==> src/rtl/muldiv_hilo_unit.sv <==
`default_nettype none
// ============================================================================
// Module   : muldiv_hilo_unit
// Purpose  : Bit-serial mult/multu/div/divu sequencer with architectural
//            HI/LO registers and mthi/mtlo write port.
// Revision : 1.0 - initial release
// ============================================================================
module muldiv_hilo_unit #(
    parameter int WIDTH = 32
) (
    input  logic             clk,
    input  logic             rst_n,
    input  logic             start,
    input  logic             op,
    input  logic             sgn,
    input  logic [WIDTH-1:0] src_a,
    input  logic [WIDTH-1:0] src_b,
    input  logic             abort,
    input  logic             wr_hi,
    input  logic             wr_lo,
    input  logic [WIDTH-1:0] wr_data,
    output logic             busy,
    output logic             done,
    output logic [WIDTH-1:0] hi,
    output logic [WIDTH-1:0] lo
);

    localparam int              c_CW    = $clog2(WIDTH + 1);
    localparam logic [c_CW-1:0] c_ITERS = c_CW'(WIDTH);
    localparam logic [c_CW-1:0] c_ONE   = c_CW'(1);
    localparam logic [0:0]      c_IDLE  = 1'b0;
    localparam logic [0:0]      c_RUN   = 1'b1;

    logic [0:0]         r_state;
    logic [0:0]         w_state_next;
    logic [c_CW-1:0]    r_count;
    logic               r_op;
    logic               r_dbz;
    logic               r_neg_q;
    logic               r_neg_r;
    logic               r_done;
    logic [WIDTH-1:0]   r_mag_b;
    logic [WIDTH-1:0]   r_hi;
    logic [WIDTH-1:0]   r_lo;
    logic [2*WIDTH-1:0] r_acc;

    logic               w_accept;
    logic               w_last;
    logic               w_neg_a;
    logic               w_neg_b;
    logic               w_dbz;
    logic [WIDTH-1:0]   w_mag_a;
    logic [WIDTH:0]     w_mul_sum;
    logic [WIDTH:0]     w_div_rem;
    logic [WIDTH:0]     w_div_diff;
    logic               w_div_ok;
    logic [2*WIDTH-1:0] w_acc_step;
    logic [2*WIDTH-1:0] w_prod;
    logic [WIDTH-1:0]   w_quo;
    logic [WIDTH-1:0]   w_rem;
    logic [WIDTH-1:0]   w_res_hi;
    logic [WIDTH-1:0]   w_res_lo;

    assign w_accept = (r_state == c_IDLE) && start && !abort;
    assign w_last   = (r_state == c_RUN) && !abort && (r_count == c_ONE);
    assign w_neg_a  = sgn & src_a[WIDTH-1];
    assign w_neg_b  = sgn & src_b[WIDTH-1];
    assign w_dbz    = op && (src_b == '0);
    assign w_mag_a  = w_neg_a ? -src_a : src_a;

    // Multiply: accumulator is {partial product, remaining multiplier bits}.
    assign w_mul_sum = {1'b0, r_acc[2*WIDTH-1:WIDTH]} + {1'b0, (r_acc[0] ? r_mag_b : '0)};

    // Divide: accumulator is {partial remainder, remaining dividend / quotient bits}.
    assign w_div_rem  = r_acc[2*WIDTH-1:WIDTH-1];
    assign w_div_diff = w_div_rem - {1'b0, r_mag_b};
    assign w_div_ok   = !w_div_diff[WIDTH];

    always_comb begin
        w_acc_step = r_acc;
        if (r_op) begin
            w_acc_step = {(w_div_ok ? w_div_diff[WIDTH-1:0] : w_div_rem[WIDTH-1:0]),
                          r_acc[WIDTH-2:0], w_div_ok};
        end else begin
            w_acc_step = {w_mul_sum, r_acc[WIDTH-1:1]};
        end
    end

    assign w_prod = r_neg_q ? -w_acc_step : w_acc_step;
    assign w_quo  = r_neg_q ? -w_acc_step[WIDTH-1:0] : w_acc_step[WIDTH-1:0];
    assign w_rem  = r_neg_r ? -w_acc_step[2*WIDTH-1:WIDTH] : w_acc_step[2*WIDTH-1:WIDTH];

    // Divide by zero returns the original dividend, rebuilt from its magnitude.
    always_comb begin
        w_res_hi = w_prod[2*WIDTH-1:WIDTH];
        w_res_lo = w_prod[WIDTH-1:0];
        if (r_dbz) begin
            w_res_hi = r_neg_r ? -r_acc[WIDTH-1:0] : r_acc[WIDTH-1:0];
            w_res_lo = '1;
        end else if (r_op) begin
            w_res_hi = w_rem;
            w_res_lo = w_quo;
        end
    end

    always_comb begin
        w_state_next = r_state;
        case (r_state)
            c_IDLE:  if (w_accept) w_state_next = c_RUN;
            c_RUN:   if (abort || (r_count == c_ONE)) w_state_next = c_IDLE;
            default: w_state_next = c_IDLE;
        endcase
    end

    always_ff @(posedge clk or negedge rst_n) begin
        if (!rst_n) begin
            r_state <= c_IDLE;
            r_count <= '0;
            r_op    <= 1'b0;
            r_dbz   <= 1'b0;
            r_neg_q <= 1'b0;
            r_neg_r <= 1'b0;
            r_done  <= 1'b0;
            r_mag_b <= '0;
            r_acc   <= '0;
            r_hi    <= '0;
            r_lo    <= '0;
        end else begin
            r_state <= w_state_next;
            r_done  <= w_last;
            if (w_accept) begin
                r_op    <= op;
                r_dbz   <= w_dbz;
                r_neg_q <= w_neg_a ^ w_neg_b;
                r_neg_r <= w_neg_a;
                r_mag_b <= w_neg_b ? -src_b : src_b;
                r_acc   <= {{WIDTH{1'b0}}, w_mag_a};
                r_count <= w_dbz ? c_ONE : c_ITERS;
            end else if (r_state == c_RUN) begin
                r_acc   <= w_acc_step;
                r_count <= abort ? '0 : (r_count - c_ONE);
            end
            // The completing result wins over any concurrent mthi/mtlo.
            if (w_last) begin
                r_hi <= w_res_hi;
                r_lo <= w_res_lo;
            end else if (r_state == c_IDLE) begin
                if (wr_hi) r_hi <= wr_data;
                if (wr_lo) r_lo <= wr_data;
            end
        end
    end

    assign busy = (r_state == c_RUN);
    assign done = r_done;
    assign hi   = r_hi;
    assign lo   = r_lo;

endmodule
`default_nettype wire

==> config.mk <==
export PLATFORM = sky130hd
export DESIGN_NAME = muldiv_hilo_unit
export DESIGN_NICKNAME = d
export VERILOG_FILES = /design/src/rtl/muldiv_hilo_unit.sv
export SDC_FILE = /design/constraint.sdc
export NUM_CORES = 1
export LEC_CHECK = 0
export CAP_MARGIN = 40
export CORE_MARGIN = 2
export CORE_UTILIZATION = 40
export CTS_CLUSTER_DIAMETER = 40
export CTS_CLUSTER_SIZE = 10
export DETAILED_ROUTE_END_ITERATION = 10
export PLACE_DENSITY = 0.65
export SLEW_MARGIN = 20
export SYNTH_ARGS = -nofsm -noshare
export SYNTH_HDL_FRONTEND = slang
export SYNTH_SLANG_ARGS = --single-unit
==> constraint.sdc <==
create_clock -name clk -period 7.35 [get_ports clk]
set_input_delay 1.8375 -clock clk [delete_from_list [all_inputs] [get_ports clk]]
set_output_delay 1.8375 -clock clk [all_outputs]
set_load 0.03 [all_outputs]
=== After elaboration in Yosys (flattened, before gate mapping) ===
Index checks and enable logic that the tools add are counted.

* Register bits: 172
* Output and inout bits: 66
* Logic and storage cells: 68

* Add/sub/neg operators: 9
* Equality and inequality tests: 2
* Mux-type cells: 28
* Bitwise logic cells: 4
* Reductions and logical operators: 14

{| class="wikitable"
|+ Operator list
! kind !! number
|-
| 32-bit two-way mux || 17
|-
| 64-bit two-way mux || 4
|-
| 32-bit negator || 5
|-
| 64-bit negator || 1
|-
| 32-bit by 32-bit adder with 33-bit output || 1
|-
| 33-bit by 32-bit subtractor with 33-bit output || 1
|-
| 32-bit logical NOT || 1
|-
| 6-bit two-way mux || 4
|-
| 6-bit by 1-bit == test with 1-bit output, second input constant || 1
|-
| 2-bit nonzero test || 3
|-
| 6-bit by 1-bit subtractor with 6-bit output, second input constant || 1
|-
| 1-bit logical AND || 5
|-
| 2-bit AND reduction || 2
|-
| 1-bit AND || 2
|-
| 1-bit logical NOT || 2
|-
| 1-bit two-way mux || 2
|-
| 2-bit by 1-bit inequality test with 1-bit output, second input constant || 1
|-
| 1-bit case mux with 2 select lines || 1
|-
| 1-bit logical OR || 1
|-
| 1-bit inverter || 1
|-
| 1-bit bitwise XOR || 1
|}

=== Logic depth before layout (Yosys ltp) ===
Gate-level depths: netlist of the first run.

* Depth after elaboration: 8
* Mapped depth: 24
* Depth with buffers taken out: 21

=== Least setup slack after synthesis of the first run ===
OpenSTA, ideal clock, no wires.

* Path kind: reg2reg
* From: register r_acc[31]
* To: register r_hi[22], in the netlist hi[22]
* Arrival: 4.822 ns
* Required time: 7.267 ns
* Slack: 2.445 ns
* Stages on the path, launching flop included: 22
* Period minus slack after synthesis: 4.905 ns
* Cell sequence: dfrtp_1 > inv_1 > ha_1 > inv_1 > fa_1 > a211oi_2 > o21ai_2 > o2111ai_1 > a21oi_1 > o2111ai_1 > a21boi_1 > ha_1 > nand2_1 > or3_4 > or2_4 > a21boi_2 > o22ai_1 > or3b_1 > or3_1 > a221oi_2 > nand3_1 > o21ai_0

* Cells in the longest elaborated chain, start to end: 8

{| class="wikitable"
|+ Ends and longest elaborated chain
! item !! line !! RTL
|-
| start: declaration || 45 || <nowiki>logic [2*WIDTH-1:0] r_acc;</nowiki>
|-
| start signal: assignment || 137 || <nowiki>r_acc <= {{WIDTH{1'b0}}, w_mag_a};</nowiki>
|-
| start signal: assignment || 140 || <nowiki>r_acc <= w_acc_step;</nowiki>
|-
| 33-bit by 32-bit subtractor with 33-bit output || 76 || <nowiki>assign w_div_diff = w_div_rem - {1'b0, r_mag_b};</nowiki>
|-
| 32-bit two-way mux / 1-bit logical NOT (equally long branches) || 82, 77 ||
|-
| 64-bit two-way mux * || 81 || <nowiki>if (r_op) begin</nowiki>
|-
| 64-bit negator / 32-bit negator (equally long branches) || 89, 91 ||
|-
| 64-bit two-way mux / 32-bit two-way mux (equally long branches) || 89, 91 ||
|-
| 32-bit two-way mux * || 100 || <nowiki>end else if (r_op) begin</nowiki>
|-
| 32-bit two-way mux * || 97 || <nowiki>if (r_dbz) begin</nowiki>
|-
| 32-bit two-way mux * || 144 || <nowiki>if (w_last) begin</nowiki>
|-
| end signal: assignment || 145 || <nowiki>r_hi <= w_res_hi;</nowiki>
|-
| end signal: assignment || 148 || <nowiki>if (wr_hi) r_hi <= wr_data;</nowiki>
|-
| end: declaration || 43 || <nowiki>logic [WIDTH-1:0] r_hi;</nowiki>
|}

Mark *: on every way between the ends. The rest lies on a longest branch, timed or not.
A chain may end at the register's enable or synchronous reset.

=== Worst setup path in the final report of the first run ===
Ends and elaborated chain as after synthesis.

==> summary.txt, run 1 <==
Outcome
  • Status: finished clean

Clocking
  • Worst skew pair latency: 0.48 ns
  • Clock-pin slew on the worst setup and hold paths: 0.07 ns
  • Setup Buffers After CTS: 0
  • Longest Clk Path Bufs: 2
  • Root Buffer: clkbuf_16
  • Post-cts sizing count: 0
  • CTS tree: built
  • Htree depth: 4
  • Clock Sinks: 172
  • Cts hold-fix bufs: 0
  • CTS buffer count: 17

Yosys
  • Synthesized area: 16,500 um^2
  • Synth Area in Compound Gates: 26.8%
  • Top cell type by total area after synthesis: dfrtp_1
  • Simple-Gate Fraction of Synth Area: 20.9%
  • Most frequent cell after synthesis: nand2_1
  • Ys flop type: dfrtp_1
  • Share of flip-flops with an asynchronous set or reset: 100%
  • Multiplexer area fraction after synthesis: 5.68%
  • EDFF count, synth: 0
  • Top cells by area, synth: dfrtp_1 (26%), nand2_1 (6.5%), xnor2_1 (5.7%)
  • XOR/XNOR share of the synthesized area: 9.72%
  • Synth top cells by count: nand2_1 (287), o21ai_0 (174), dfrtp_1 (172), nor2_1 (172), a21oi_1 (150)
  • Syn_area_per_cell: 7.71 um^2
  • Synth Area in Adders: 5.63%
  • Register area share after synthesis: 26.1%
  • Synthesized Nets: 2,315
  • Syn Inst Count: 2,138
  • Synth unique cells: 96
  • Synth top area share: 26.1%
  • Synth Warn #: 0
  • Largest family of logic cells by synthesized area: compound AO/OA/AOI/OAI gates
  • Flops & latches, synth: 172

Setup path
  • Critical Path AT: 6.59 ns
  • CP Capture Type: register
  • FF-to-FF setup slack: 1.15 ns
  • Worst r2r dst: hi[22]
  • Worst path depth: 21
  • Crit path max fanout: 6
  • R2r worst-path depth: 21
  • Critical path type: register to register
  • Buf+Inv Stages, Crit Path: 2
  • Slowest CP cell: o2111ai_1
  • Startpoint Class: register
  • Worst path cell trace: inv_1 > ha_1 > inv_1 > fa_1 > a211oi_2 > o21ai_2 > o2111ai_1 > a21oi_1 > o2111ai_1 > a21boi_1 > ha_1 > nand2_1 > or3_4 > or2_4 > a21boi_2 > o22ai_1 > or3b_1 > or3_1 > a221oi_2 > nand3_1 > o21ai_0
  • Setup crit end: hi[22]
  • Critical path's largest stage delay: 0.53 ns
  • Reg2reg start: r_acc[31]
  • Required time worst endpoint: 7.74 ns
  • Worst setup path startpoint: r_acc[31]
  • CP top delay family: compound AO/OA/AOI/OAI gates

Route
  • Metal1 wirelength: 28,700 um
  • Metal2 WL: 27,500 um
  • Drt wl/cell: 23.0 um
  • Drt first pass iters: 5
  • 1st-iter DRT viols: 1,938
  • Antenna Violating Nets Remaining: 0
  • Met3 Routed Length: 5330 um
  • Final WL: 63,800 um
  • Drt via density: 6.15
  • Vias: 17,100
  • Drt drc: 0
  • Top sig layer: met4

Final layout
  • Final net count: 2,407
  • P&R area growth vs syn: 16.7%
  • Inserted Diodes: 0
  • Fin cells: 2,775
  • Final core utilization: 47.2%
  • Ratio of cells with drive above 1 in the final layout: 6.42%

Flow run
  • MaxCap Viol Count: 0

Global route
  • Pin count of the biggest net entering global routing: 69
  • Overall routing resource usage: 29.2%
  • Vias in the first global route: 16,200
  • Initial antenna violation count: 0
  • First-pass GRT wire length: 97,900 um
  • GR Overflow Total: 0

Floorplanning
  • Initial Util: 40.5%
  • Row cnt: 74
  • Die span in x: 207 um
  • Die area: 42,900 um^2
  • Die Ht: 207 um
  • Core ar.: 40,700 um^2
  • Top-Level Pins: 170

Power
  • VDD IR max: 237 uV
  • Leak Pwr: 7.80 nW
  • Pwr Total: 8.35 mW
  • Power density cells: 434 nW/um^2

Place
  • Final Wtd Congestion: 0.996
  • Dpl cells: 2,739
  • Post-DP HPWL: 50,300 um
  • IO Port Bufs: 169

Timing
  • RSZ-0062 raised after global routing: no
  • Least-Margin Pin Slew: 0.969 ns
  • Setup Skew: 0.0142 ns
  • WHS: 0.484 ns
  • Max-slew headroom: 33.7%
  • Count of pins over their slew limit: 0
  • Setup violations, final: 0
  • Fmax: 0.161 GHz
  • Part of the cycle the worst path needs: 84.3%
  • Setup TNS: 0 ns
  • Fin. Hold Viols: 0
  • Min cycle time layout: 6.20 ns

Hold path
  • Hold WC Path Type: register to register
[worst min path at each step]
stage	startpoint	end	slack, ns	cells past startpoint
after floorplan	r_count[4]	r_count[4]	0.45	1
after global placement	r_mag_b[12]	r_mag_b[12]	0.47	2
after detailed placement	r_mag_b[5]	r_mag_b[5]	0.47	2
after CTS	r_count[4]	r_count[4]	0.48	1
after global routing	r_mag_b[2]	r_mag_b[2]	0.51	2
final	r_mag_b[5]	r_mag_b[5]	0.48	2
[cells in the final DEF, fill, tap and decap left out, types with 17 or more instances in the layout]
cell type | synthesis | final
a211oi_1 | 17 | 17
a21o_1 | 31 | 31
a21oi_1 | 150 | 150
a22o_1 | 24 | 24
a31oi_1 | 30 | 30
a32oi_1 | 29 | 29
buf_4 | 3 | 35
clkbuf_16 | 0 | 17
clkdlybuf4s50_1 | 0 | 168
dfrtp_1 | 172 | 170
ha_1 | 71 | 71
inv_1 | 68 | 68
mux2_2 | 21 | 21
mux2i_1 | 66 | 66
nand2_1 | 287 | 287
nand2b_1 | 23 | 21
nand3_1 | 45 | 45
nand4_1 | 21 | 21
nor2_1 | 172 | 170
nor3_1 | 65 | 65
nor4_1 | 26 | 26
o211ai_1 | 60 | 60
o21ai_0 | 174 | 174
o22ai_1 | 17 | 17
o31ai_1 | 36 | 36
xnor2_1 | 108 | 108
xor2_1 | 75 | 75
[kinds of logic after synthesis]
| family | after synthesis |
|---|---|
| buffers and inverters | 209 |
| DFF | 172 |
| xor gates and xnor gates | 183 |
| adders and majority gates | 73 |
| muxes | 90 |
| AOI/OAI and AO/OA | 673 |
| and+or+nand+nor | 738 |
[power breakdown]
group	internal (mW)	leakage [nW]	total, mW	switching, mW
sequential	1.24	2.11	1.71	0.475
combinational	2.06	5.42	5.71	3.65
clock	0.481	0.268	0.928	0.447
[flip-flops by register name, summed over array words and instances (netlist names)]
| register | cells |
|---|---|
| r_acc | 64 |
| hi | 32 |
| lo | 32 |
| r_mag_b | 32 |
| r_count | 6 |
| busy | 1 |
| done | 1 |
| r_dbz | 1 |
| r_neg_q | 1 |
| r_neg_r | 1 |
| r_op | 1 |
[per-layer routing]
metal | up-vias | global-route usage, %
met5 | - | 0
met4 | 0 | 11.7
met3 | 128 | 4.85
met2 | 775 | 43.4
met1 | 8163 | 41.9
li1 | 8006 | -
[metrics by stage]
step / instance area (um^2) / setup WS [ns]
after floorplan: 16500 / 2.45
after global placement: 18600 / 1.46
after detailed placement: 18600 / 1.31
after CTS: 19200 / 1.28
after global routing: 19200 / 0.861
final: 19200 / 1.15
[area by class of cell]
class | count | area, um^2
sequential | 172 | 4310
clock buffer | 18 | 439
timing repair buffer | 212 | 2070
clock inverter | 14 | 133
tap | 532 | 666
multi-input combinational | 1757 | 11400
fill | 4127 | 21500
inverter | 70 | 263
[tightest hold or removal path: cells and delay by family, from the launching register on]
kind | cells | cell delay [ns]
simple gates | 1 | 0.05
flops | 1 | 0.34
compound gates | 1 | 0.06
No activity file was read; power rests on OpenSTA's default activity.
==> run 2, diff against run 1 <==
--- a/config.mk
+++ b/config.mk
@@ -11,7 +11,7 @@
 export CTS_CLUSTER_DIAMETER = 40
 export CTS_CLUSTER_SIZE = 10
 export DETAILED_ROUTE_END_ITERATION = 10
-export PLACE_DENSITY = 0.65
+export PLACE_DENSITY = 0.67
 export SLEW_MARGIN = 20
 export SYNTH_ARGS = -nofsm -noshare
 export SYNTH_HDL_FRONTEND = slang
==> constraint.sdc (replaced) <==
create_clock -name clk -period 5.27 [get_ports clk]
set_input_delay 1.3175 -clock clk [delete_from_list [all_inputs] [get_ports clk]]
set_output_delay 1.3175 -clock clk [all_outputs]
set_load 0.03 [all_outputs]
==> run 2 against run 1 <==
  * Register-to-register slack worse by 0.91 ns
  * Via count up 2.4%
  * Clock skew down 0.0026 ns
  * Non-clock buffer count is 71 higher
  * Fmax up 23%
  * Core utilization rose by 1.4 points
  * Clock power increased by 41%
  * Combinational power up 51%
==> summary.txt, run 2 (synthesis gave the netlist of run 1 again) <==
Global route
  • GRT met3 Usage: 6.56% (was 4.85%)
  • First-pass GRT wire length: 98,500 um (was 97,900 um)
  • Initial antenna violation count: 2 (was 0)
  • Overall routing resource usage: 29.5% (was 29.2%)
  • M1 GR Usage: 41.6% (was 41.9%)
  • Pin count of the biggest net entering global routing: 101 (was 69)
  • M2 GR Usage: 43.5% (was 43.4%)
  • Vias in the first global route: 16,700 (was 16,200)
  • GRT busiest layer: met2 (unchanged)
  • GR Overflow Total: 0 (unchanged)

Timing
  • Setup Skew: 0.0116 ns (was 0.0142 ns)
  • Fmax: 0.199 GHz (was 0.161 GHz)
  • Part of the cycle the worst path needs: 95.3% (was 84.3%)
  • Fin. Hold Viols: 0 (unchanged)
  • Setup violations, final: 0 (unchanged)
  • Count of pins over their slew limit: 0 (unchanged)
  • Max-slew headroom: 41.6% (was 33.7%)
  • Least-Margin Pin Slew: 0.876 ns (was 0.969 ns)
  • Min cycle time layout: 5.02 ns (was 6.20 ns)

Setup path
  • Critical path type: register to register (unchanged)
  • Buf+Inv Stages, Crit Path: 6 (was 2)
  • Startpoint Class: register (unchanged)
  • CP top delay family: compound AO/OA/AOI/OAI gates (unchanged)
  • CP most frequent cell: buf_4
  • Worst path cell trace: inv_2 > ha_1 > inv_1 > fa_2 > a211oi_4 > o21ai_4 > o2111ai_1 > buf_4 > a21o_1 > o211a_1 > buf_4 > mux2i_1 > mux2i_1 > nor4_2 > buf_12 > nand4_1 > nor4_1 > buf_4 > nor3_1 > a311o_1 (was inv_1 > ha_1 > inv_1 > fa_1 > a211oi_2 > o21ai_2 > o2111ai_1 > a21oi_1 > o2111ai_1 > a21boi_1 > ha_1 > nand2_1 > or3_4 > or2_4 > a21boi_2 > o22ai_1 > or3b_1 > or3_1 > a221oi_2 > nand3_1 > o21ai_0)
  • CP Capture Type: register (unchanged)
  • Crit path max fanout: 13 (was 6)
  • Required time worst endpoint: 5.63 ns (was 7.74 ns)
  • Critical path's largest stage delay: 0.48 ns (was 0.53 ns)
  • Critical Path AT: 5.38 ns (was 6.59 ns)
  • Slowest CP cell: o211a_1 (was o2111ai_1)

Clocking
  • CTS tree: built (unchanged)
  • CTS buffer count: 17 (unchanged)
  • Cts hold-fix bufs: 0 (unchanged)
  • Root Buffer: clkbuf_16 (unchanged)
  • Htree depth: 4 (unchanged)
  • Longest Clk Path Bufs: 2 (unchanged)
  • Worst skew pair latency: 0.47 ns (was 0.48 ns)
  • Clock Sinks: 172 (unchanged)
  • Clock-pin slew on the worst setup and hold paths: 0.08 ns (was 0.07 ns)

Floorplanning
  • Die area: 42,900 um^2 (unchanged)
  • Die span in x: 207 um (unchanged)
  • Initial Util: 40.5% (unchanged)
  • Top-Level Pins: 170 (unchanged)
  • Die Ht: 207 um (unchanged)
  • Row cnt: 74 (unchanged)
  • Core ar.: 40,700 um^2 (unchanged)

Route
  • Vias: 17,500 (was 17,100)
  • 1st-iter DRT viols: 2,046 (was 1,938)
  • Final WL: 64,900 um (was 63,800 um)
  • Drt drc: 0 (unchanged)
  • Drt wl/cell: 22.8 um (was 23.0 um)
  • Drt first pass iters: 6 (was 5)
  • Antenna Violating Nets Remaining: 0 (unchanged)
  • Drt via density: 6.14 (was 6.15)

Place
  • Post-DP HPWL: 50,900 um (was 50,300 um)
  • Dpl cells: 2,811 (was 2,739)
  • Area after DPL: 19,200 um^2 (was 18,600 um^2)
  • IO Port Bufs: 169 (unchanged)
  • Final Wtd Congestion: 0.993 (was 0.996)

Power
  • VDD IR max: 332 uV (was 237 uV)
  • Leak Pwr: 8.15 nW (was 7.80 nW)
  • Clock power share: 10.7% (was 11.1%)
  • Net Switching: 6.56 mW (was 4.58 mW)
  • Seq pwr share: 19.2% (was 20.5%)
  • Sw Share: 53.5% (was 54.8%)
  • Int Pwr: 5.70 mW (was 3.77 mW)
  • Logic pwr share: 70.1% (was 68.4%)
  • Power density cells: 619 nW/um^2 (was 434 nW/um^2)

Final layout
  • Post-route cell area: 19,800 um^2 (was 19,200 um^2)
  • Layout filler cell count: 4,077 (was 4,127)
  • Fin cells: 2,846 (was 2,775)
  • Max FFs per register: 64 (unchanged)
  • P&R area growth vs syn: 20.1% (was 16.7%)
  • Seq. cell area: 4310 um^2 (unchanged)
  • Commonest non-fill, non-tap cell in the layout: nand2_1 (unchanged)
  • Ratio of cells with drive above 1 in the final layout: 9.51% (was 6.42%)
  • Final net count: 2,478 (was 2,407)
  • Area of the multi-input gates: 11,400 um^2 (about the same)
  • Inserted Diodes: 0 (unchanged)
  • Biggest register: r_acc (unchanged)
  • Most frequent cells in the layout: nand2_1 (287), o21ai_0 (174), nor2_1 (170), dfrtp_1 (170), clkdlybuf4s50_1 (168) (unchanged)

Outcome
  • Status: finished clean (unchanged)

Flow run
  • MaxCap Viol Count: 0 (unchanged)

Hold path
  • Hold WC Path Type: register to register (unchanged)
==> run 2: changes by cell type in the layout (fill, tap and decap cells not counted), moves of 2 or more <==
cell | previous run | this run
buf_12 | 0 | 2
buf_16 | 3 | 0
buf_2 | 3 | 0
buf_4 | 35 | 109
clkbuf_1 | 0 | 2
clkinv_2 | 2 | 0
clkinv_4 | 0 | 4
clkinvlp_4 | 5 | 1
==> run 2: cell type report <==
class / instances / share of cell area [%]
inverters: 70 / 1.33
well taps: 532 / 3.36
clock inverters: 12 / 0.657
repair buffers: 283 / 13.1
clock buffers: 20 / 2.26
multi-input cells: 1757 / 57.6
flip-flops and latches: 172 / 21.8
==> run 2: worst reg2reg max path, stage by stage (launching register included) <==
cell and delay, ns:
dfrtp_1 0.39, inv_2 0.09, ha_1 0.18, inv_1 0.08
fa_2 0.43, a211oi_4 0.35, o21ai_4 0.13, o2111ai_1 0.20
buf_4 0.19, a21o_1 0.19, o211a_1 0.48, buf_4 0.24
mux2i_1 0.18, mux2i_1 0.12, nor4_2 0.37, buf_12 0.19
nand4_1 0.19, nor4_1 0.37, buf_4 0.19, nor3_1 0.04
a311o_1 0.32
==> run 2: path summary, 6_finish.rpt <==
kind / start / to / slack, ns / cells after the start
max: r_acc[31] / hi[19] / 0.25 / 20
min in group asynchronous: rst_n / r_mag_b[21] / 0.89 / 1
max in group asynchronous: rst_n / r_acc[35] / 3.25 / 2
min reg2reg: r_mag_b[19] / r_mag_b[19] / 0.48 / 2
min: r_mag_b[19] / r_mag_b[19] / 0.48 / 2
max reg2reg: r_acc[31] / hi[19] / 0.25 / 20
==> run 2: layer usage <==
metal / wire length [um] / part of all wire [%]
met5: 16 / 0.025
met4: 2510 / 3.9
met3: 5660 / 8.7
met2: 27400 / 42
met1: 29300 / 45
==> run 2: timing repair <==
item | CTS | global route
setup buffers | 0 | 2
setup endpoints to repair | 0 | 4
resized for setup | 0 | 9
hold endpoints to repair | 0 | 0
==> run 2: power by group through the flow <==
| stage | sequential (mW) | clock (mW) | combinational (mW) |
|---|---|---|---|
| 2_1_floorplan | 2.25 | 0 | 5.18 |
| 3_3_place_gp | 2.33 | 0 | 8.23 |
| 3_5_place_dp | 2.35 | 0 | 8.30 |
| 4_1_cts | 2.33 | 1.32 | 8.34 |
| 5_1_grt | 2.40 | 1.37 | 9.19 |
| 6_report | 2.35 | 1.31 | 8.60 |
==> run 2: metrics by stage <==
stage | power [mW] | setup WS (ns) | util, % | TNS [ns] | hold WS (ns)
5_1_grt | 13.0 | -0.0290 | 48.6 | -0.0474 | 0.500
3_5_place_dp | 10.6 | 0.0839 | 47.1 | 0 | 0.471
6_report | 12.3 | 0.246 | 48.6 | 0 | 0.480
4_1_cts | 12.0 | 0.0561 | 48.5 | 0 | 0.486
3_3_place_gp | 10.6 | 0.183 | 47.0 | 0 | 0.463
2_1_floorplan | 7.44 | 0.365 | - | 0 | 0.450
==> run 3, diff against run 2 <==
--- a/config.mk
+++ b/config.mk
@@ -11,8 +11,7 @@
 export CTS_CLUSTER_DIAMETER = 40
 export CTS_CLUSTER_SIZE = 10
 export DETAILED_ROUTE_END_ITERATION = 10
-export PLACE_DENSITY = 0.67
-export SLEW_MARGIN = 20
+export PLACE_DENSITY_LB_ADDON = 0.08
 export SYNTH_ARGS = -nofsm -noshare
 export SYNTH_HDL_FRONTEND = slang
 export SYNTH_SLANG_ARGS = --single-unit
==> run 3 against run 2 <==
  * Final area increased by 0.48%
  * Clock skew is 0.0072 ns higher
  * Wire length increased by 2.5%
  * Clock-buffer cell count down 1
  * Combinational power rose by 2%
  * Critical path depth fell by 1
  * First-iteration DRC count is 5.3% lower
  * Sequential cell count unchanged
  * Critical path type unchanged
  * Largest cell class unchanged
  * Highest routed layer unchanged
==> summary.txt, run 3 (synthesis gave the netlist of run 1 again) <==
Outcome
  • Status: finished clean (unchanged)

Global route
  • Overall routing resource usage: 30.8% (was 29.5%)
  • Initial antenna violation count: 2 (unchanged)
  • Pin count of the biggest net entering global routing: 84 (was 101)
  • Vias in the first global route: 16,700 (about the same)
  • GR Overflow Total: 0 (unchanged)
  • First-pass GRT wire length: 103,000 um (was 98,500 um)

Final layout
  • Most frequent cells in the layout: nand2_1 (287), o21ai_0 (174), nor2_1 (170), dfrtp_1 (170), clkdlybuf4s50_1 (168) (unchanged)
  • Post-route cell area: 19,900 um^2 (was 19,800 um^2)
  • Biggest register: r_acc (unchanged)
  • Fin cells: 2,860 (was 2,846)
  • Ratio of cells with drive above 1 in the final layout: 9.84% (was 9.51%)
  • P&R area growth vs syn: 20.7% (was 20.1%)
  • Commonest non-fill, non-tap cell in the layout: nand2_1 (unchanged)
  • Max FFs per register: 64 (unchanged)
  • Final core utilization: 48.8% (was 48.6%)
  • Inserted Diodes: 0 (unchanged)
  • Final net count: 2,492 (was 2,478)

Floorplanning
  • Top-Level Pins: 170 (unchanged)
  • Die span in x: 207 um (unchanged)
  • Die area: 42,900 um^2 (unchanged)
  • Row cnt: 74 (unchanged)
  • Core ar.: 40,700 um^2 (unchanged)
  • Initial Util: 40.5% (unchanged)
  • Die Ht: 207 um (unchanged)

Route
  • Drt via density: 6.08 (was 6.14)
  • Vias: 17,400 (was 17,500)
  • Drt drc: 0 (unchanged)
  • 1st-iter DRT viols: 1,938 (was 2,046)
  • Drt wl/cell: 23.3 um (was 22.8 um)
  • Antenna Violating Nets Remaining: 0 (unchanged)
  • Final WL: 66,500 um (was 64,900 um)
  • Drt first pass iters: 6 (unchanged)

Flow run
  • MaxCap Viol Count: 0 (unchanged)

Timing
  • WHS: 0.485 ns (was 0.480 ns)
  • Fmax: 0.202 GHz (was 0.199 GHz)
  • RSZ-0062 raised after global routing: no
  • Count of pins over their slew limit: 0 (unchanged)
  • Part of the cycle the worst path needs: 93.9% (was 95.3%)
  • Final setup margin: 0.323 ns (was 0.246 ns)
  • Max-slew headroom: 43.6% (was 41.6%)
  • Setup violations, final: 0 (unchanged)
  • Least-Margin Pin Slew: 0.840 ns (was 0.876 ns)
  • Setup TNS: 0 ns (unchanged)
  • Fin. Hold Viols: 0 (unchanged)
  • Min cycle time layout: 4.95 ns (was 5.02 ns)
  • Setup Skew: 0.0188 ns (was 0.0116 ns)

Place
  • Area after DPL: 19,300 um^2 (was 19,200 um^2)
  • Dpl ws: 0.174 ns (was 0.0839 ns)
  • Final Wtd Congestion: 0.982 (was 0.993)
  • Dpl cells: 2,828 (was 2,811)
  • IO Port Bufs: 169 (unchanged)
  • Post-DP HPWL: 52,800 um (was 50,900 um)

Clocking
  • Post-cts sizing count: 0 (unchanged)
  • CTS tree: built (unchanged)
  • Worst skew pair latency: 0.48 ns (was 0.47 ns)
  • Clock-pin slew on the worst setup and hold paths: 0.09 ns (was 0.08 ns)
  • CTS buffer count: 17 (unchanged)
  • Cts hold-fix bufs: 0 (unchanged)
  • Root Buffer: clkbuf_16 (unchanged)
  • Clock Sinks: 172 (unchanged)
  • Longest Clk Path Bufs: 2 (unchanged)
  • Setup Buffers After CTS: 0 (unchanged)
  • Htree depth: 4 (unchanged)

Power
  • Power density cells: 621 nW/um^2 (was 619 nW/um^2)
  • VDD IR max: 326 uV (was 332 uV)
  • Pwr Total: 12.4 mW (was 12.3 mW)
  • Leak Pwr: 8.22 nW (was 8.15 nW)

Setup path
  • Slowest CP cell: o211ai_2 (was o211a_1)
  • Worst path cell trace: inv_1 > ha_1 > inv_1 > fa_1 > a211oi_2 > o21ai_2 > o2111ai_2 > a21oi_1 > o211ai_2 > buf_4 > mux2i_1 > o211ai_1 > nor4b_2 > buf_4 > o2111a_1 > and3b_1 > mux2i_1 > buf_4 > a221oi_1 (was inv_2 > ha_1 > inv_1 > fa_2 > a211oi_4 > o21ai_4 > o2111ai_1 > buf_4 > a21o_1 > o211a_1 > buf_4 > mux2i_1 > mux2i_1 > nor4_2 > buf_12 > nand4_1 > nor4_1 > buf_4 > nor3_1 > a311o_1)
  • CP top delay family: compound AO/OA/AOI/OAI gates (unchanged)
  • CP most frequent cell: buf_4 (unchanged)
  • Critical path type: register to register (unchanged)
  • CP Capture Type: register (unchanged)
  • Buf+Inv Stages, Crit Path: 5 (was 6)
  • Crit path max fanout: 11 (was 13)
  • Critical path's largest stage delay: 0.65 ns (was 0.48 ns)
  • Startpoint Class: register (unchanged)
  • Required time worst endpoint: 5.58 ns (was 5.63 ns)
  • Critical Path AT: 5.25 ns (was 5.38 ns)

Hold path
  • Hold WC Path Type: register to register (unchanged)
[run 3: where the power goes]
| part | internal (mW) | switching [mW] | total [mW] | leakage, nW |
|---|---|---|---|---|
| clock | 0.675 | 0.659 | 1.33 | 0.280 |
| combinational | 3.30 | 5.46 | 8.76 | 5.83 |
| sequential | 1.73 | 0.545 | 2.27 | 2.11 |
| total | 5.71 | 6.66 | 12.4 | 8.22 |
[run 3: layer usage]
metal / vias to the layer above / part of all wire [%] / track usage (%)
met5: - / 0.020 / 0
met4: 2 / 2.5 / 9.16
met3: 102 / 7.6 / 5.28
met2: 709 / 42 / 45.3
met1: 8404 / 47 / 45.7
li1: 8160 / - / -
[run 3: cell type report]
cell class	instances	area, um^2
Clock inverter	13	150
Inverter	70	263
Fill cell	4094	20800
Timing Repair Buffer	297	2700
Sequential cell	172	4310
Tap cell	532	666
Clock buffer	19	433
Multi-Input combinational cell	1757	11400
[run 3: final timing paths]
kind / startpoint / end / slack [ns] / cells after the start
worst max register to register: r_acc[31] / hi[30] / 0.32 / 19
min in group asynchronous: rst_n / r_mag_b[8] / 0.73 / 1
max in group asynchronous: rst_n / r_acc[58] / 3.64 / 2
worst min register to register: r_mag_b[28] / r_mag_b[28] / 0.49 / 2
worst max-delay path: r_acc[31] / hi[30] / 0.32 / 19
worst min-delay path: r_mag_b[28] / r_mag_b[28] / 0.49 / 2
[run 3: worst min-delay path, cell delays in order, from the launching register on]
cell,delay [ns]
dfrtp_1,0.35
nand2_1,0.05
o21ai_0,0.06
